**config.mk**
```make
export PLATFORM = sky130hd
export DESIGN_NAME = seq_match_logger_flat
export DESIGN_NICKNAME = d
export VERILOG_FILES = /design/src/rtl/seq_pkg.sv /design/src/rtl/seq_match_logger_if.sv /design/src/rtl/seq_ts_fifo.sv /design/src/rtl/seq_match_logger.sv /design/src/flat_wrapper.sv
export SDC_FILE = /design/constraint.sdc
export NUM_CORES = 1
export LEC_CHECK = 0
export ABC_AREA = 1
export BUFFER_PORTS_ARGS = -buffer_cell sky130_fd_sc_hd__buf_2
export CAP_MARGIN = 20
export CELL_PAD_IN_SITES_DETAIL_PLACEMENT = 1
export CELL_PAD_IN_SITES_GLOBAL_PLACEMENT = 1
export CORE_MARGIN = 3
export CORE_UTILIZATION = 50
export DETAILED_ROUTE_END_ITERATION = 10
export GPL_TIMING_DRIVEN = 1
export PLACE_DENSITY = 0.9
export SYNTH_ARGS = -nofsm -noshare
export SYNTH_HDL_FRONTEND = slang
export SYNTH_SLANG_ARGS = --single-unit
```
**constraint.sdc**
```tcl
create_clock -name clk -period 3.76 [get_ports clk]
set_input_delay 0.188 -clock clk [delete_from_list [all_inputs] [get_ports clk]]
set_output_delay 0.188 -clock clk [all_outputs]
set_load 0.02 [all_outputs]
```
**src/rtl/seq_pkg.sv**
```systemverilog
`default_nettype none
// +----------------------------------------------------------------------------+
// | Package    : seq_pkg                                                       |
// | Description: Shared parameter defaults for the sequence-match logger and   |
// |              the state encodings of the upstream sequence detector.        |
// | Contents   : TS_W_DEF, DEPTH_DEF, CNT_W_DEF, det_state_t                   |
// | Revision   : 1.0  initial release                                          |
// +----------------------------------------------------------------------------+
package seq_pkg;

  // Parameter defaults picked up by the logger, its FIFO and its interface.
  localparam int TS_W_DEF  = 16;
  localparam int DEPTH_DEF = 4;
  localparam int CNT_W_DEF = 8;

  // Upstream detector states; the detector raises det_i for one cycle when
  // it reaches DET_HIT.
  typedef enum logic [2:0] {
    DET_IDLE = 3'd0,
    DET_S1   = 3'd1,
    DET_S2   = 3'd2,
    DET_S3   = 3'd3,
    DET_HIT  = 3'd4
  } det_state_t;

endpackage : seq_pkg
`default_nettype wire

```
**src/rtl/seq_match_logger_if.sv**
```systemverilog
`default_nettype none
// +----------------------------------------------------------------------------+
// | Interface  : seq_match_logger_if                                           |
// | Description: Valid/ready event stream carrying the timestamp at the head   |
// |              of the logger queue.                                          |
// | Signals    : ev_valid_o  head holds a valid event (logger -> consumer)     |
// |              ev_ready_i  consumer accepts the head (consumer -> logger)    |
// |              ev_ts_o     timestamp of the head event, 0 when empty         |
// | Modports   : master = logger side, slave = consumer side                   |
// | Revision   : 1.0  initial release                                          |
// +----------------------------------------------------------------------------+
interface seq_match_logger_if
  import seq_pkg::*;
#(
  parameter int TS_W = TS_W_DEF
);

  logic            ev_valid_o;
  logic            ev_ready_i;
  logic [TS_W-1:0] ev_ts_o;

  modport master (
    output ev_valid_o,
    output ev_ts_o,
    input  ev_ready_i
  );

  modport slave (
    input  ev_valid_o,
    input  ev_ts_o,
    output ev_ready_i
  );

endinterface : seq_match_logger_if
`default_nettype wire

```
**src/rtl/seq_ts_fifo.sv**
```systemverilog
`default_nettype none
// +----------------------------------------------------------------------------+
// | Module     : seq_ts_fifo                                                   |
// | Description: Synchronous first-word-fall-through FIFO holding event        |
// |              timestamps. The head entry is visible on dout without a pop.  |
// | Ports      : clk, rst_n (async, active-low)                                |
// |              clr   synchronous flush, overrides push and pop               |
// |              push  write din (accepted when not full, or full with pop)    |
// |              pop   retire the head (ignored when empty)                    |
// |              dout  head entry, reads 0 when empty                          |
// |              full, empty, level (occupancy 0..DEPTH)                       |
// | Revision   : 1.0  initial release                                          |
// +----------------------------------------------------------------------------+
module seq_ts_fifo
  import seq_pkg::*;
#(
  parameter int WIDTH = TS_W_DEF,
  parameter int DEPTH = DEPTH_DEF
) (
  input  logic                   clk,
  input  logic                   rst_n,
  input  logic                   clr,
  input  logic                   push,
  input  logic                   pop,
  input  logic [WIDTH-1:0]       din,
  output logic [WIDTH-1:0]       dout,
  output logic                   full,
  output logic                   empty,
  output logic [$clog2(DEPTH):0] level
);

  localparam int          AW       = $clog2(DEPTH);
  localparam logic [AW:0] FULL_LVL = (AW+1)'(DEPTH);

  logic [WIDTH-1:0] mem [DEPTH];
  logic [AW-1:0]    wr_ptr;
  logic [AW-1:0]    rd_ptr;
  logic [AW:0]      count;
  logic             do_push;
  logic             do_pop;

  assign empty = (count == '0);
  assign full  = (count == FULL_LVL);

  // A pop frees a slot in the same cycle, so a push into a full FIFO is
  // accepted when it coincides with a pop. Flush wins over both.
  assign do_pop  = pop & ~empty & ~clr;
  assign do_push = push & (~full | do_pop) & ~clr;

  // Pointers wrap naturally because DEPTH is a power of two.
  always_ff @(posedge clk or negedge rst_n) begin
    if (!rst_n) begin
      wr_ptr <= '0;
      rd_ptr <= '0;
      count  <= '0;
    end else if (clr) begin
      wr_ptr <= '0;
      rd_ptr <= '0;
      count  <= '0;
    end else begin
      if (do_push) wr_ptr <= wr_ptr + 1'b1;
      if (do_pop)  rd_ptr <= rd_ptr + 1'b1;
      case ({do_push, do_pop})
        2'b10:   count <= count + 1'b1;
        2'b01:   count <= count - 1'b1;
        default: count <= count;
      endcase
    end
  end

  // Storage needs no reset: every read is masked while the FIFO is empty.
  always_ff @(posedge clk) begin
    if (do_push) mem[wr_ptr] <= din;
  end

  assign dout  = empty ? '0 : mem[rd_ptr];
  assign level = count;

endmodule : seq_ts_fifo
`default_nettype wire

```
**src/rtl/seq_match_logger.sv**
```systemverilog
`default_nettype none
// +----------------------------------------------------------------------------+
// | Module     : seq_match_logger                                              |
// | Description: Timestamps single-cycle match pulses from a sequence          |
// |              detector and queues them for a valid/ready consumer. Counts   |
// |              all detections (saturating) and flags dropped events.         |
// | Ports      : clk, rst_n (async, active-low)                                |
// |              det_i        match pulse                                      |
// |              en_i         logging enable (gates ts counter and capture)    |
// |              clr_i        synchronous clear of queue, counters and flags   |
// |              ev           event stream (seq_match_logger_if.master)        |
// |              match_cnt_o  saturating count of detections                   |
// |              ovf_o        sticky drop flag                                 |
// |              level_o      queue occupancy                                  |
// | Revision   : 1.0  initial release                                          |
// +----------------------------------------------------------------------------+
module seq_match_logger
  import seq_pkg::*;
#(
  parameter int TS_W  = TS_W_DEF,
  parameter int DEPTH = DEPTH_DEF,
  parameter int CNT_W = CNT_W_DEF
) (
  input  logic                   clk,
  input  logic                   rst_n,
  input  logic                   det_i,
  input  logic                   en_i,
  input  logic                   clr_i,
  seq_match_logger_if.master     ev,
  output logic [CNT_W-1:0]       match_cnt_o,
  output logic                   ovf_o,
  output logic [$clog2(DEPTH):0] level_o
);

  localparam logic [CNT_W-1:0] CNT_MAX = '1;

  logic [TS_W-1:0] ts;
  logic [TS_W-1:0] head_ts;
  logic            capture;
  logic            pop;
  logic            drop;
  logic            full;
  logic            empty;

  assign capture = det_i & en_i;
  assign pop     = ~empty & ev.ev_ready_i;
  // A full queue only loses the event when the consumer is not freeing a
  // slot in the same cycle.
  assign drop    = capture & full & ~pop;

  // Free-running timestamp; the value captured is the pre-increment one.
  always_ff @(posedge clk or negedge rst_n) begin
    if (!rst_n) begin
      ts <= '0;
    end else if (clr_i) begin
      ts <= '0;
    end else if (en_i) begin
      ts <= ts + 1'b1;
    end
  end

  // Every detection counts, including dropped ones.
  always_ff @(posedge clk or negedge rst_n) begin
    if (!rst_n) begin
      match_cnt_o <= '0;
    end else if (clr_i) begin
      match_cnt_o <= '0;
    end else if (capture && (match_cnt_o != CNT_MAX)) begin
      match_cnt_o <= match_cnt_o + 1'b1;
    end
  end

  always_ff @(posedge clk or negedge rst_n) begin
    if (!rst_n) begin
      ovf_o <= 1'b0;
    end else if (clr_i) begin
      ovf_o <= 1'b0;
    end else if (drop) begin
      ovf_o <= 1'b1;
    end
  end

  seq_ts_fifo #(
    .WIDTH (TS_W),
    .DEPTH (DEPTH)
  ) u_fifo (
    .clk   (clk),
    .rst_n (rst_n),
    .clr   (clr_i),
    .push  (capture),
    .pop   (ev.ev_ready_i),
    .din   (ts),
    .dout  (head_ts),
    .full  (full),
    .empty (empty),
    .level (level_o)
  );

  assign ev.ev_valid_o = ~empty;
  assign ev.ev_ts_o    = head_ts;

endmodule : seq_match_logger
`default_nettype wire

```
**src/flat_wrapper.sv**
```systemverilog
// flat-port wrapper written by rule: the top's interface ports become plain ports
module seq_match_logger_flat import seq_pkg::*;
#(
  parameter int TS_W  = TS_W_DEF,
  parameter int DEPTH = DEPTH_DEF,
  parameter int CNT_W = CNT_W_DEF
)
  (clk, rst_n, det_i, en_i, clr_i, match_cnt_o, ovf_o, level_o, ev_ev_valid_o, ev_ev_ts_o, ev_ev_ready_i);
  seq_match_logger_if #(.TS_W(TS_W)) ev_i ();
  input  logic clk;
  input  logic rst_n;
  input  logic det_i;
  input  logic en_i;
  input  logic clr_i;
  output logic [CNT_W-1:0] match_cnt_o;
  output logic ovf_o;
  output logic [$clog2(DEPTH):0] level_o;
  output wire logic [$bits(ev_i.ev_valid_o)-1:0] ev_ev_valid_o;
  output wire logic [$bits(ev_i.ev_ts_o)-1:0] ev_ev_ts_o;
  input wire logic [$bits(ev_i.ev_ready_i)-1:0] ev_ev_ready_i;
  assign ev_ev_valid_o = ev_i.ev_valid_o;
  assign ev_ev_ts_o = ev_i.ev_ts_o;
  assign ev_i.ev_ready_i = ev_ev_ready_i;
  seq_match_logger #(.TS_W(TS_W), .DEPTH(DEPTH), .CNT_W(CNT_W)) u_core (.clk(clk), .rst_n(rst_n), .det_i(det_i), .en_i(en_i), .clr_i(clr_i), .ev(ev_i), .match_cnt_o(match_cnt_o), .ovf_o(ovf_o), .level_o(level_o));
endmodule
```
== Word level (Yosys, flattened, before mapping) ==
Memories as Yosys holds them, arrays and structs flattened.
Cells that the tools add are included.

* Logic and storage cells: 52
* Memory bits (writable): 64
* Register bits: 32
* Memories: 1
* Output and inout port bits: 29

{| class="wikitable"
|+ Memory list
! memory !! words !! width !! rd ports !! clocked after Yosys merged registers in !! write ports !! RTL line !! text
|-
| u_core.u_fifo.mem || 4 || 16 || 1 || 0 || 1 || seq_ts_fifo.sv:35 || <nowiki>logic [WIDTH-1:0] mem [DEPTH];</nowiki>
|}

* Equality and inequality tests: 4
* $add $sub $neg: 6
* Reduce and logical (&&, ||, !) cells: 8
* Bitwise logic cells: 12
* Muxes and demuxes: 15

{| class="wikitable"
|+ Operators with widths
! cell !! count
|-
| 16-bit 2-to-1 mux || 3
|-
| 16-bit by 1-bit adder with 16-bit output (second input constant) || 1
|-
| 8-bit 2-to-1 mux || 2
|-
| 2-bit nonzero test || 5
|-
| 8-bit by 1-bit adder with 8-bit output (second input constant) || 1
|-
| 2-bit 2-to-1 mux || 4
|-
| 8-bit != test (second input constant) || 1
|-
| 1-bit AND || 7
|-
| 3-bit case mux with 2 select lines || 1
|-
| 2-bit by 1-bit adder with 2-bit output (second input constant) || 2
|-
| 1-bit 2-to-1 mux || 4
|-
| 1-bit inverter || 4
|-
| 3-bit by 1-bit adder with 3-bit output (second input constant) || 1
|-
| 3-bit == test (second input constant) || 1
|-
| 3-bit zero test || 1
|-
| 3-bit 2-to-1 mux || 1
|-
| 3-bit nonzero test || 1
|-
| 3-bit by 1-bit subtractor with 3-bit output (second input constant) || 1
|-
| 2-bit by 1-bit == test with 1-bit output (second input constant) || 1
|-
| 2-bit == test (second input constant) || 1
|-
| 1-bit logical AND || 1
|-
| 1-bit OR || 1
|}

== Logic depth before layout (Yosys ltp) ==
Gate-level depths: netlist (run 1).

* Word-level depth: 10
* Mapped depth: 10
* Mapped depth without buffers: 10

== Modules after synthesis ==
Synthesis (run 1) repeated with hierarchy kept, for this count alone.

* Cells, all modules: 448
* Area total of the unflattened synthesis: 4435.5 um^2

{| class="wikitable"
|+ Modules (own cells, without submodules)
! module !! cells each !! times used !! seq. area each (um^2) !! area an instance (um^2)
|-
| seq_ts_fifo || 258 || 1 || 2097.0 || 2999.1
|-
| seq_match_logger || 190 || 1 || 625.6 || 1436.4
|}

== Worst setup path after synthesis (run 1) ==
Ideal clock, no wire load.

* Kind: reg-to-reg
* Start: reg u_core.u_fifo.count[0], in the netlist u_core.u_fifo.level[0]
* End: mem u_core.u_fifo.mem[0][0] in the netlist's numbering (enable)
* Setup slack: 1.500 ns
* Data required time: 3.371 ns
* Setup time: 0.389 ns
* Cell stages (with the launch flop): 7
* Path buffers: 0
* Arrival time: 1.871 ns
* Path through: dfrtp_1 -> nor2_1 -> nand2_2 -> nand2_2 -> o21ai_2 -> nand3_2 -> nor2_1

* Cells in the longest elaborated chain, start to end: 9
* Elaborated cells between the ends (all ways): 11
* Those cells by class: 1 x eq/ne; 2 x mux; 7 x bitwise; 1 x reduce/logical

{| class="wikitable"
|+ RTL lines
! element !! RTL line !! text
|-
| start: declaration || seq_ts_fifo.sv:38 || <nowiki>logic [AW:0] count;</nowiki>
|-
| start signal: assignment || seq_ts_fifo.sv:64 || <nowiki>2'b10: count <= count + 1'b1;</nowiki>
|-
| start signal: assignment || seq_ts_fifo.sv:65 || <nowiki>2'b01: count <= count - 1'b1;</nowiki>
|-
| start signal: assignment || seq_ts_fifo.sv:66 || <nowiki>default: count <= count;</nowiki>
|-
| 3-bit zero test || seq_ts_fifo.sv:42 || <nowiki>assign empty = (count == '0);</nowiki>
|-
| 1-bit inverter || n/a ||
|-
| named net ev_ev_valid_o || flat_wrapper.sv:18 || <nowiki>output wire logic [$bits(ev_i.ev_valid_o)-1:0] ev_ev_valid_o;</nowiki>
|-
| 1-bit AND (2 in series) || seq_ts_fifo.sv:47 || <nowiki>assign do_pop = pop & ~empty & ~clr;</nowiki>
|-
| 1-bit OR || seq_ts_fifo.sv:48 || <nowiki>assign do_push = push & (~full | do_pop) & ~clr;</nowiki>
|-
| 1-bit AND (2 in series) || seq_ts_fifo.sv:48 ||
|-
| 1-bit 2-to-1 mux || seq_ts_fifo.sv:73 || <nowiki>if (do_push) mem[wr_ptr] <= din;</nowiki>
|-
| 1-bit 2-to-1 mux (not written as such) || seq_ts_fifo.sv:73 ||
|-
| end: declaration || seq_ts_fifo.sv:35 ||
|}

The timed path passes the listed nets, and every way through them passes these cells.

== Worst setup path in the final report (run 1) ==
* Start: reg u_core.u_fifo.rd_ptr[1]
* End: out ev_ev_ts_o[6]

* Cells in the longest elaborated chain, start to end: 2

{| class="wikitable"
|+ RTL lines
! element !! RTL line !! text
|-
| start: declaration || seq_ts_fifo.sv:37 || <nowiki>logic [AW-1:0] rd_ptr;</nowiki>
|-
| start signal: assignment || seq_ts_fifo.sv:62 || <nowiki>if (do_pop) rd_ptr <= rd_ptr + 1'b1;</nowiki>
|-
| memory 4 x 16 bit || n/a ||
|-
| 16-bit 2-to-1 mux || seq_ts_fifo.sv:76 || <nowiki>assign dout = empty ? '0 : mem[rd_ptr];</nowiki>
|-
| end: declaration || flat_wrapper.sv:19 || <nowiki>output wire logic [$bits(ev_i.ev_ts_o)-1:0] ev_ev_ts_o;</nowiki>
|}

Every way passes these cells.

==> results.py, run 1 <==
metrics = {
    "timing": {
        "rsz0062_at_grt": "false",
        "relSlewSlack_pct": 38.41,
        "worstMarginPinSlew_ns": 0.9228,
        "period_minus_slack_ns": 2.376,
        "fin_crit_sh_pct": 63.18,
        "setup-violations-final": 0,
        "setup_tns_ns": 0,
        "setup_ws_ns": 1.384,
        "timing.fmax_mhz": 420.9,
        "skew_ns": 0.01291,
        "hold_violations": 0,
        "drv_slew": 0,
    },
    "yosys": {
        "ys_top_cells_by_area": "edfxtp_1 45%, dfrtp_1 19%, nor2_1 8.0%",
        "synthesis.instances": 423,
        "ys_seq_area_share_pct": 63.15,
        "synthDistinctLibCells": 34,
        "synth_fp_nets": 436,
        "synth_area_leader_cell": "edfxtp_1",
        "netlist.area_leader.share_pct": 44.57,
        "syn-cell-area_um2": 4312,
        "syn_avg_cell_area_um2": 10.19,
        "yosysWarningCount": 0,
        "ys_seq_elements": 96,
    },
    "detailed_routing": {
        "drc": 0,
        "drt_iter0_markers": 103,
        "via_count": 3243,
        "wl_um": 10350,
        "via_per_inst": 5.730,
        "ant_nets": 0,
        "post_drt_wl_per_cell_um": 18.29,
        "firstDrtPassIters": 4,
    },
    "floorplan": {
        "die_w_um": 98.86,
        "start_util_pct": 51.95,
        "die_y_um": 98.86,
        "die_area_um2": 9773,
        "core_um2": 8299,
        "rows": 33,
        "io_pins": 35,
    },
    "setup_path": {
        "arrival_ns": 2.19,
        "critPathMaxFanout": 18,
        "cp.required_ns": 3.57,
        "startpoint": "u_core.u_fifo.rd_ptr[1]$_DFFE_PN0P_",
        "r2r_slack_ns": 1.79,
        "r2r_start": "u_core.u_fifo.level[0]$_DFFE_PN0P_",
        "timing.rr.end": "u_core.u_fifo.mem[1][6]$_DFFE_PP_",
        "endpoint": "ev_ev_ts_o[6]",
        "crit_slowest_cell": "dfrtp_1",
        "cpPeakStageDelay_ns": 0.75,
        "path_cells": "inv_2 -> nor2_1 -> o21ai_0 -> a21oi_1 -> buf_2",
        "critPathLaunchType": "flip-flop",
        "end_kind": "output port",
        "r2r_cells": 7,
        "timing_worst_setup_path_type": "reg -> out",
    },
    "clock_tree": {
        "cts_root_buffer": "clkbuf_8",
        "cts-buffers-inserted": 9,
        "cts_tree": "built",
        "clk_pin_slew_worst_paths_ns": 0.09,
        "clockBufferDepth": 2,
        "insertion_delay_ns": 0.36,
        "h-tree-depth": 3,
        "clock-sinks": 96,
        "cts_setup_buffers": 0,
    },
    "global_routing": {
        "groute.usage.overall_pct": 22.79,
        "grt_pass1_vias": 3433,
        "antenna_found_initial": 0,
        "grt_pass1_wl_um": 17370,
        "grt_max_degree": 34,
        "grt_overflow": 0,
    },
    "pwr": {
        "p_leak_nw": 1.948,
        "power_density_nw_per_um2": 412.0,
        "ir_drop_uv": 167.2,
    },
    "place": {
        "hpwlAfterDp_um": 7012,
        "dp_slack_ns": 1.502,
        "gp_congestion": 0.7772,
        "port_buffers": 34,
    },
    "run": {
        "drv_cap": 0,
    },
    "final_layout": {
        "multi_input_area_um2": 1369,
        "final_common_cell": "nor2_1",
        "final_cell_mix": "92 x nor2_1, 64 x edfxtp_1, 41 x nand2_1, 40 x o21ai_0, 34 x buf_2",
        "nets": 470,
        "drive_gt1_share_pct": 16.49,
        "fillCellCount": 921,
        "register_area_um2": 2723,
        "n_antenna_cell": 0,
        "area_growth_syn_to_layout_pct": 10.68,
    },
    "run_status": {
        "status": "complete, no violations",
    },
    "min_path": {
        "hold_path.class": "in -> reg",
    },
}
## worst min-delay path by stage
stage,start,endpoint,slack [ns],depth (start not counted)
2_1_floorplan,rst_n,u_core.match_cnt_o[0]$_DFFE_PN0P_,-0.11,0
3_3_place_gp,rst_n,u_core.ts[8]$_DFFE_PN0P_,0.29,1
3_5_place_dp,rst_n,u_core.u_fifo.level[2]$_DFFE_PN0P_,0.30,1
4_1_cts,clr_i,u_core.ts[9]$_DFFE_PN0P_,0.15,2
5_1_grt,en_i,u_core.ts[1]$_DFFE_PN0P_,0.16,3
6_report,clr_i,u_core.ts[9]$_DFFE_PN0P_,0.16,2
## critical path: cells and delay by family, from the launching register on
family	cells	cell delay, ns
DFF	1	0.75
buffers and inverters	2	0.54
AOI/OAI and AO/OA	2	0.35
and+or+nand+nor	1	0.18
## area by class of cell
cell class / instances / area share, %
clock buffers: 9 / 2.596
flip-flops and latches: 96 / 57.05
repair buffers: 40 / 4.562
clock inverters: 6 / 1.442
inverters: 37 / 2.910
well taps: 105 / 2.753
multi-input cells: 273 / 28.68
## per-stage QoR
step	utilization [%]	hold slack [ns]	instances	power [mW]	instance area, um2
2_1_floorplan	-	-0.1076	423	1.261	4312
3_3_place_gp	55.06	0.2910	550	1.304	4569
3_5_place_dp	55.06	0.3039	550	1.312	4569
4_1_cts	57.50	0.1512	566	1.975	4772
5_1_grt	57.50	0.1634	566	2.042	4772
6_report	57.50	0.1644	566	1.966	4772
## flip-flops by register name, indices dropped and copies added (netlist names)
register / cells
u_core.u_fifo.wr_ptr: 2
u_core.u_fifo.mem: 64
u_core.match_cnt_o: 8
u_core.u_fifo.level: 3
u_core.ovf_o: 1
u_core.ts: 16
u_core.u_fifo.rd_ptr: 2
## layer usage
layer	global-route usage [%]	part of all wire, %	wire length [um]
met1	27.78	41	4214
met2	39.93	52	5406
met3	4.600	4.6	472
met4	8.508	2.5	261
met5	0	0	0
## synth_stat cells (all sizes together)
| master | count |
|---|---|
| xor2 | 1 |
| a211oi | 1 |
| ha | 6 |
| buf | 12 |
| xnor2 | 1 |
| o31ai | 1 |
| o21ai | 46 |
| clkbuf | 5 |
| nand3 | 17 |
| nand4 | 14 |
| nor2 | 95 |
| fa | 1 |
| nand2 | 47 |
| a221oi | 1 |
| nand3b | 1 |
| or2 | 1 |
| a31oi | 3 |
| edfxtp | 64 |
| dfrtp | 32 |
| nor3 | 8 |
| inv | 37 |
| a21oi | 29 |
## power by group
part / total (mW) / switching (mW) / internal, mW
Sequential: 1.15 / 0.0132 / 1.13
Combinational: 0.142 / 0.104 / 0.0374
Clock: 0.677 / 0.369 / 0.309
## cells by family (layout without fill, tap and decap cells)
| family | count (synthesis) | in the layout | synth area share, % |
|---|---|---|---|
| flops | 96 | 96 | 63.15 |
| simple gates | 183 | 183 | 19.27 |
| buf+inv | 54 | 92 | 5.107 |
| xor+xnor | 2 | 2 | 0.4063 |
| compound gates | 81 | 81 | 9.867 |
| fa+ha+maj | 7 | 7 | 2.205 |
## timing repair
item	4_1_cts	5_1_grt
endpoints found under the hold margin	32	0
setup endpoints to repair	0	0
gates resized for setup	0	0
hold buffers	1	0
Power figures use the tool's default switching activity.
==> run 2: changes to the inputs <==
Settings changed: CORE_UTILIZATION 50 to 42, PLACE_DENSITY 0.9 to 0.81.
Clock period 3.76 ns to 2.1 ns, I/O delays scaled along.
==> run 2 against run 1 <==
Wire length is 1.9% lower. Clock-buffer cell count stayed put. Clock skew is 0.0020 ns higher. Critical path type unchanged. Sequential power is 78% higher. Final area is 1.5% higher. Non-clock buffer count is 3 higher. Register-to-register slack worse by 1.6 ns. Via count is 1.3% lower. Global-route usage is 3.9 points lower. Highest routed layer unchanged. Largest cell class unchanged.
==> results.py, run 2 (synthesis gave the netlist of run 1 again) <==
metrics = {
    "min_path": {
        "hp-start": "ev_ev_ready_i",
        "hold_path.class": "in -> reg",
    },
    "detailed_routing": {
        "post_drt_wl_per_cell_um": 16.99,
        "drt_iter0_markers": 225,
        "ant_nets": 0,
        "wl_um": 10160,
        "via_per_inst": 5.353,
        "firstDrtPassIters": 4,
        "drc": 0,
        "via_count": 3201,
    },
    "global_routing": {
        "grt_max_degree": 34,
        "antenna_found_initial": 0,
        "grt_pass1_vias": 3365,
        "grt_overflow": 0,
        "groute.usage.overall_pct": 18.87,
        "grt_pass1_wl_um": 16730,
    },
    "clock_tree": {
        "cts_root_buffer": "clkbuf_8",
        "clk_pin_slew_worst_paths_ns": 0.09,
        "cts_setup_buffers": 0,
        "clock-sinks": 96,
        "cts_tree": "built",
        "clockBufferDepth": 2,
        "cts-buffers-inserted": 9,
        "h-tree-depth": 3,
        "insertion_delay_ns": 0.37,
    },
    "place": {
        "place_inst": 581,
        "dp_slack_ns": 0.1863,
        "port_buffers": 34,
        "gp_congestion": 0.7811,
        "hpwlAfterDp_um": 6783,
    },
    "floorplan": {
        "start_util_pct": 43.71,
        "io_pins": 35,
        "die_area_um2": 11520,
        "rows": 36,
        "die_w_um": 107.3,
        "die_y_um": 107.3,
        "core_um2": 9864,
    },
    "timing": {
        "skew_ns": 0.01486,
        "rsz0062_at_grt": "false",
        "worstMarginPinSlew_ns": 0.7612,
        "period_minus_slack_ns": 1.910,
        "hold_violations": 0,
        "fin_crit_sh_pct": 90.94,
        "setup-violations-final": 0,
        "relSlewSlack_pct": 49.26,
        "timing.fmax_mhz": 523.6,
        "setup_ws_ns": 0.1902,
        "drv_slew": 0,
        "setup_tns_ns": 0,
    },
    "setup_path": {
        "timing_worst_setup_path_type": "reg -> out",
        "critPathMaxFanout": 18,
        "r2r_slack_ns": 0.22,
        "arrival_ns": 1.80,
        "path_cells": "inv_2 -> nor2_1 -> o21ai_0 -> a21oi_1 -> buf_2",
        "end_kind": "output port",
        "cpPeakStageDelay_ns": 0.58,
        "critPathLaunchType": "flip-flop",
        "startpoint": "u_core.u_fifo.rd_ptr[1]$_DFFE_PN0P_",
        "r2r_start": "u_core.u_fifo.level[0]$_DFFE_PN0P_",
        "crit_slowest_cell": "dfrtp_4",
        "cp.required_ns": 2.00,
    },
    "final_layout": {
        "regMostFlops": "u_core.u_fifo.mem",
        "nets": 473,
        "n_antenna_cell": 0,
        "area_growth_syn_to_layout_pct": 12.33,
        "reg_top3": "u_core.u_fifo.mem: 64 flops, u_core.ts: 16 flops, u_core.match_cnt_o: 8 flops",
        "post-route-util_pct": 49.10,
        "fin_cells": 598,
        "drive_gt1_share_pct": 17.63,
        "final_common_cell": "nor2_1",
        "final_cell_mix": "91 x nor2_1, 64 x edfxtp_1, 41 x nand2_1, 40 x o21ai_0, 34 x buf_2",
        "largest_register_ffs": 64,
    },
    "run_status": {
        "status": "complete, no violations",
    },
    "pwr": {
        "ir_drop_uv": 472.7,
        "power_density_nw_per_um2": 717.0,
        "p_leak_nw": 1.955,
    },
    "run": {
        "drv_cap": 0,
    },
}
run 2: changes by cell type in the layout (fill, tap and decap cells not counted):
cell        delta
buf_4          +2
inv_8          +2
buf_12         +1
bufinv_16      -1
clkinv_2       -1
clkinv_4       +1
clkinvlp_4     +1
dfrtp_1        -1
dfrtp_4        +1
inv_6          -1
nor2_1         -1
nor2_2         +1
run 2: worst max-delay path: cells and delay by family, from the launching register on:
kind / cells / cell delay [ns]
simple gates: 1 / 0.15
buf+inv: 2 / 0.41
flops: 1 / 0.58
compound gates: 2 / 0.30
run 2: metal layers:
metal | track usage (%) | up-vias | wire length (um)
met4 | 8.219 | 0 | 187
met5 | 0 | - | 0
met1 | 23.81 | 1595 | 4575
li1 | - | 1520 | -
met3 | 2.879 | 15 | 330
met2 | 32.22 | 71 | 5069
run 2: layout make-up:
type / count / area [um2]
Clock buffer: 9 / 123.9
Sequential cell: 96 / 2726
Multi-Input combinational cell: 273 / 1371
Tap cell: 133 / 166.4
Fill cell: 1109 / 5021
Clock inverter: 7 / 63.81
Timing Repair Buffer: 43 / 252.7
Inverter: 37 / 138.9
run 2: final timing paths:
| kind | to | cells after the start |
|---|---|---|
| setup / recovery | ev_ev_ts_o[13] | 5 |
| hold / removal | u_core.u_fifo.rd_ptr[0]$_DFFE_PN0P_ | 3 |
| setup reg to reg | u_core.u_fifo.level[2]$_DFFE_PN0P_ | 9 |
| hold reg to reg | u_core.ovf_o$_DFFE_PN0P_ | 2 |
| max in group asynchronous | u_core.u_fifo.rd_ptr[1]$_DFFE_PN0P_ | 2 |
| min in group asynchronous | u_core.u_fifo.level[2]$_DFFE_PN0P_ | 2 |
run 2: through the flow:
stage / total power, mW / hold WS, ns / area [um2]
after floorplan: 2.257 / -0.1906 / 4312
after CTS: 3.507 / 0.07183 / 4838
final: 3.473 / 0.09497 / 4843
after global placement: 2.346 / 0.2243 / 4639
after global routing: 3.609 / 0.09414 / 4843
after detailed placement: 2.361 / 0.2292 / 4639
run 2: report_power, final:
part | leakage [nW] | switching [mW] | internal, mW
registers | 0.996 | 0.0226 | 2.03
clock network | 0.0899 | 0.701 | 0.455
logic | 0.869 | 0.188 | 0.0749
total | 1.95 | 0.912 | 2.56
run 2: repair_timing:
item,in CTS,in global routing
gates resized for setup,1,2
pin swaps,0,0
endpoints found under the setup margin,16,4
hold buffers,1,0
gates cloned,0,0
hold endpoints to repair,32,0
